$ cat src/rtl/branch_target_predictor.sv
// Tagged direct-mapped branch target buffer with saturating direction counters.
// FETCH gets a zero-latency next-PC prediction; DECODE allocates entries; EXECUTE trains them.
module branch_target_predictor #(
    parameter int ADDR_W   = 32,
    parameter int ENTRIES  = 16,
    parameter int CTR_BITS = 2,
    parameter int CTR_INIT = 1
) (
    input  logic              clk,
    input  logic              rst_n,
    input  logic [ADDR_W-1:0] f_pc,
    output logic              f_predict_valid,
    output logic [ADDR_W-1:0] f_predict_addr,
    input  logic              d_is_branch,
    input  logic [ADDR_W-1:0] d_pc,
    input  logic [ADDR_W-1:0] d_target_addr,
    input  logic              x_valid,
    input  logic [ADDR_W-1:0] x_pc,
    input  logic              x_taken,
    input  logic              flush
);

    localparam int IDX_W = $clog2(ENTRIES);
    localparam int TAG_W = ADDR_W - IDX_W - 2;

    localparam logic [CTR_BITS-1:0] CTR_RST = CTR_BITS'(CTR_INIT);
    localparam logic [CTR_BITS-1:0] CTR_MAX = '1;
    localparam logic [CTR_BITS-1:0] CTR_ONE = CTR_BITS'(1);
    localparam logic [ADDR_W-1:0]   PC_STEP = ADDR_W'(4);

    logic                valid_q  [ENTRIES];
    logic                valid_d  [ENTRIES];
    logic [TAG_W-1:0]    tag_q    [ENTRIES];
    logic [TAG_W-1:0]    tag_d    [ENTRIES];
    logic [ADDR_W-1:0]   target_q [ENTRIES];
    logic [ADDR_W-1:0]   target_d [ENTRIES];
    logic [CTR_BITS-1:0] ctr_q    [ENTRIES];
    logic [CTR_BITS-1:0] ctr_d    [ENTRIES];

    logic [IDX_W-1:0] f_idx, d_idx, x_idx;
    logic [TAG_W-1:0] f_tag, d_tag, x_tag;
    logic             f_hit, d_hit, x_hit;
    logic             f_taken;
    logic             train_drop;

    assign f_idx = f_pc[IDX_W+1:2];
    assign d_idx = d_pc[IDX_W+1:2];
    assign x_idx = x_pc[IDX_W+1:2];
    assign f_tag = f_pc[ADDR_W-1:IDX_W+2];
    assign d_tag = d_pc[ADDR_W-1:IDX_W+2];
    assign x_tag = x_pc[ADDR_W-1:IDX_W+2];

    assign f_hit = valid_q[f_idx] && (tag_q[f_idx] == f_tag);
    assign d_hit = valid_q[d_idx] && (tag_q[d_idx] == d_tag);
    assign x_hit = valid_q[x_idx] && (tag_q[x_idx] == x_tag);

    // A replacing allocate at the trained index discards that cycle's training.
    assign train_drop = d_is_branch && !d_hit && (d_idx == x_idx);

    // Zero-latency lookup against pre-edge table state.
    always_comb begin
        f_taken         = f_hit && ctr_q[f_idx][CTR_BITS-1];
        f_predict_valid = f_taken;
        f_predict_addr  = f_taken ? target_q[f_idx] : f_pc + PC_STEP;
    end

    // Next table state: flush, else training then allocate/refresh.
    always_comb begin
        valid_d  = valid_q;
        tag_d    = tag_q;
        target_d = target_q;
        ctr_d    = ctr_q;
        if (flush) begin
            for (int i = 0; i < ENTRIES; i++) begin
                valid_d[i] = 1'b0;
            end
        end else begin
            if (x_valid && x_hit && !train_drop) begin
                if (x_taken && ctr_q[x_idx] != CTR_MAX) begin
                    ctr_d[x_idx] = ctr_q[x_idx] + CTR_ONE;
                end else if (!x_taken && ctr_q[x_idx] != '0) begin
                    ctr_d[x_idx] = ctr_q[x_idx] - CTR_ONE;
                end
            end
            if (d_is_branch) begin
                target_d[d_idx] = d_target_addr;
                if (!d_hit) begin
                    valid_d[d_idx] = 1'b1;
                    tag_d[d_idx]   = d_tag;
                    ctr_d[d_idx]   = CTR_RST;
                end
            end
        end
    end

    // Table registers with asynchronous clear.
    always_ff @(posedge clk or negedge rst_n) begin
        if (!rst_n) begin
            for (int i = 0; i < ENTRIES; i++) begin
                valid_q[i]  <= 1'b0;
                tag_q[i]    <= '0;
                target_q[i] <= '0;
                ctr_q[i]    <= CTR_RST;
            end
        end else begin
            valid_q  <= valid_d;
            tag_q    <= tag_d;
            target_q <= target_d;
            ctr_q    <= ctr_d;
        end
    end

endmodule

$ cat config.mk
export PLATFORM = sky130hd
export DESIGN_NAME = branch_target_predictor
export DESIGN_NICKNAME = d
export VERILOG_FILES = /design/src/rtl/branch_target_predictor.sv
export SDC_FILE = /design/constraint.sdc
export NUM_CORES = 2
export LEC_CHECK = 0
export CORE_MARGIN = 4
export CORE_UTILIZATION = 63
export DETAILED_ROUTE_END_ITERATION = 10
export GPL_ROUTABILITY_DRIVEN = 0
export PLACE_DENSITY = 0.83
export SYNTH_ARGS = -nofsm -noshare
export SYNTH_HDL_FRONTEND = slang
export SYNTH_SLANG_ARGS = --single-unit
$ cat constraint.sdc
create_clock -name clk -period 6.5 [get_ports clk]
set_input_delay 1.3 -clock clk [delete_from_list [all_inputs] [get_ports clk]]
set_output_delay 1.3 -clock clk [all_outputs]
set_load 0.1 [all_outputs]
==> flow_summary.toml <==
[worst_setup_path]
critPathCaptureType = "output pin"
crit_slowest_cell = "mux4_2"
crit_path_max_fanout = 16
cp-start-kind = "primary input"
reg2reg_depth = 10
arrival_ns = 5.08
timing_worst_setup_path_type = "primary input to output pin"
slowest_delay_ns = 0.53
required_ns = 5.20
crit_chain = "buf_16 -> buf_12 -> buf_6 -> mux4_2 -> mux2i_4 -> buf_4 -> xnor2_1 -> o31ai_1 -> buf_4 -> nand3_1 -> or4_4 -> nor4_4 -> buf_6 -> buf_12 -> mux2_1 -> buf_12"
cpMostUsedCell = "buf_12"

[outcome]
status = "finished with violations"
violations = "design-rule violations"

[yosys]
yosys.area_share.simple_pct = 3.23
yosysWarnings = 0
synth_top_family_by_area = "multiplexers"
ys_seq_area_share_pct = 45.2
synth-compound-area-share_pct = 4.01
syn_nets = 3832
syn_inst = 3695
syn_area_per_cell_um2 = 14.7
synth_edf_count = 0
yosysUniqueCellTypes = 78
synth-main-ff-cell = "dfrtp_1"
ys_ff_latch = 976
synthXorXnorAreaFrac_pct = 1.79
synth_mux_area_share_pct = 42.4
synth_fa_ha_area_share_pct = 0.0693
synth_area_mm2 = 0.0541
async_flop_share_pct = 100

[clock_tree]
h-tree-depth = 3
clock_sinks = 976
postCtsHoldBufs = 0
cts_tree = "built"
path_clk_slew_ns = 0.06
insertion_delay_ns = 0.71
numCtsBuffers = 101
cts_buffer_depth = 3
root_buffer = "clkbuf_16"

[global_routing]
grt_pass1_wl_um = 246000
grt_max_degree = 158
grt_antenna_before_repair = 16
grt_pass1_vias = 37900
grt_use_total_pct = 36.5
overflow = 0

[sta]
period_minus_slack_ns = 6.38
skew_ns = 0.0386
max_slew.worst_pin.slew_ns = 1.26
slew_headroom_pct = 16.1
drv_slew = 0
fmax_ghz = 0.157
setup_ws_ns = 0.118
min_period_over_period_pct = 98.2
rsz0062_at_grt = "false"
hold_viol = 0
finalSetupTns_ns = 0
setup_violations = 0
holdWs_ns = 0.498

[die]
die_w_um = 301
die_area_mm2 = 0.0907
coreArea_mm2 = 0.0851
rows = 107
start_util_pct = 63.6
ios = 167
die_h_um = 301

[pwr]
pwr-share-comb_pct = 22.6
switchingPower_mw = 5.39
swShare_pct = 28.7
p_int_mw = 13.4
power.density_mw_per_mm2 = 306
vdd_drop_max_mv = 0.288
p_clk_share_pct = 33.8
power_mw = 18.8
seqPwrFrac_pct = 43.6
p_leak_nw = 26.2

[detailed_routing]
wl_per_cell_um = 32.8
ant_nets = 0
vias_per_cell = 7.32
drtIter0Drc = 4886
num_vias = 36700
wirelength_um = 164000
drc = 1
first_pass_iters = 11

[finish]
final_cell_mix = "dfrtp_1, mux2_2, mux4_2, mux2i_1, buf_4"
nNetsFinal = 3914
fin_util_pct = 72.1
drive_gt1_share_pct = 47.3
syn_to_final_growth_pct = 13.4
final_common_cell = "dfrtp_1"

[placement]
port_buffers = 162
dp_hpwl_um = 102000
pre_cts_ws_ns = -0.176

[worst_hold_path]
whs_path_depth = 1
hold_class = "register to register"

[run]
maxCapViolations = 0
==> sequential cells by signal (all words and copies together), names as in the netlist <==
register  cells
valid_q      16
target_q    512
tag_q       416
ctr_q        32
==> per-stage QoR <==
stage	instances	cell area [um^2]
2_1_floorplan	3695	54200
3_3_place_gp	4815	57600
3_5_place_dp	4815	57600
4_1_cts	5007	61300
5_1_grt	5009	61400
6_report	5015	61400
==> area by class of cell <==
type | count | area [um^2]
Tap cell | 1144 | 1430
Antenna cell | 7 | 17.5
Sequential cell | 976 | 24400
Clock buffer | 144 | 2960
Inverter | 49 | 184
Fill cell | 5352 | 23800
Multi-Input combinational cell | 2326 | 28100
Clock inverter | 46 | 728
Timing Repair Buffer | 323 | 3570
==> power groups by stage <==
stage               registers (mW)  logic (mW)  clock network (mW)
global placement              8.11        4.03                   0
detailed placement            8.21        4.14                   0
CTS                           8.13        4.20                6.38
finish                        8.19        4.26                6.35
floorplan                     7.88        3.08                   0
global route                  8.29        4.48                6.64
==> layer usage <==
metal | part of all wire [%] | routed length [um] | track usage, % | vias up
met5 | 0.059 | 97 | 0 | -
met4 | 5.8 | 9520 | 18.4 | 14
met3 | 12 | 19500 | 11.5 | 595
met2 | 46 | 75700 | 55.3 | 2459
met1 | 36 | 59700 | 48.2 | 19200
li1 | - | - | - | 14500
==> synth_stat cells, types with 16 or more instances <==
master / count / area (um^2)
dfrtp_1: 960 / 24000
nand3_1: 33 / 165
mux2_2: 916 / 10300
a22o_1: 21 / 184
a21oi_1: 61 / 305
mux2_1: 57 / 642
buf_4: 27 / 203
clkbuf_1: 152 / 571
a22oi_1: 26 / 195
nor3_1: 18 / 90.1
mux4_2: 465 / 10500
a221oi_1: 25 / 219
nor2_1: 63 / 236
dfstp_2: 16 / 420
o22ai_1: 33 / 206
xnor2_1: 83 / 727
o21ai_0: 18 / 90.1
inv_1: 48 / 180
buf_1: 76 / 285
nor2b_1: 19 / 119
nand2_1: 92 / 345
buf_2: 70 / 350
mux2i_1: 153 / 1530
xor2_1: 26 / 228
buf_6: 19 / 214
==> worst max-delay path: cells and delay by family <==
family	cells	cell delay, ns
simple gates	3	0.76
buf+inv	8	1.44
compound gates	1	0.29
mux	3	1.19
xor+xnor	1	0.06
==> worst paths after layout <==
| kind | from | end | slack, ns |
|---|---|---|---|
| setup / recovery | f_pc[2] | f_predict_addr[6] | 0.12 |
| hold / removal | target_q[178] | target_q[178] | 0.50 |
| setup reg to reg | tag_q[115] | tag_q[84] | 2.18 |
| hold reg to reg | target_q[178] | target_q[178] | 0.50 |
| max in group asynchronous | rst_n | target_q[306] | 4.42 |
| min in group asynchronous | rst_n | tag_q[248] | 0.62 |
==> repair_timing <==
action / CTS / global route
cloned: 1 / 1
buffers inserted: 1 / 0
pin swaps: 1 / 1
gates resized for setup: 3 / 7
setup endpoints to repair: 32 / 32
==> cells by family (layout without fill, tap and decap cells) <==
family | after synthesis | count (layout)
and+or+nand+nor | 322 | 322
DFF | 976 | 976
AOI/OAI and AO/OA | 300 | 300
muxes | 1591 | 1591
buffers and inverters | 393 | 562
adders and majority gates | 3 | 3
xor gates and xnor gates | 110 | 110
other | 0 | 7
Power figures use the tool's default switching activity.
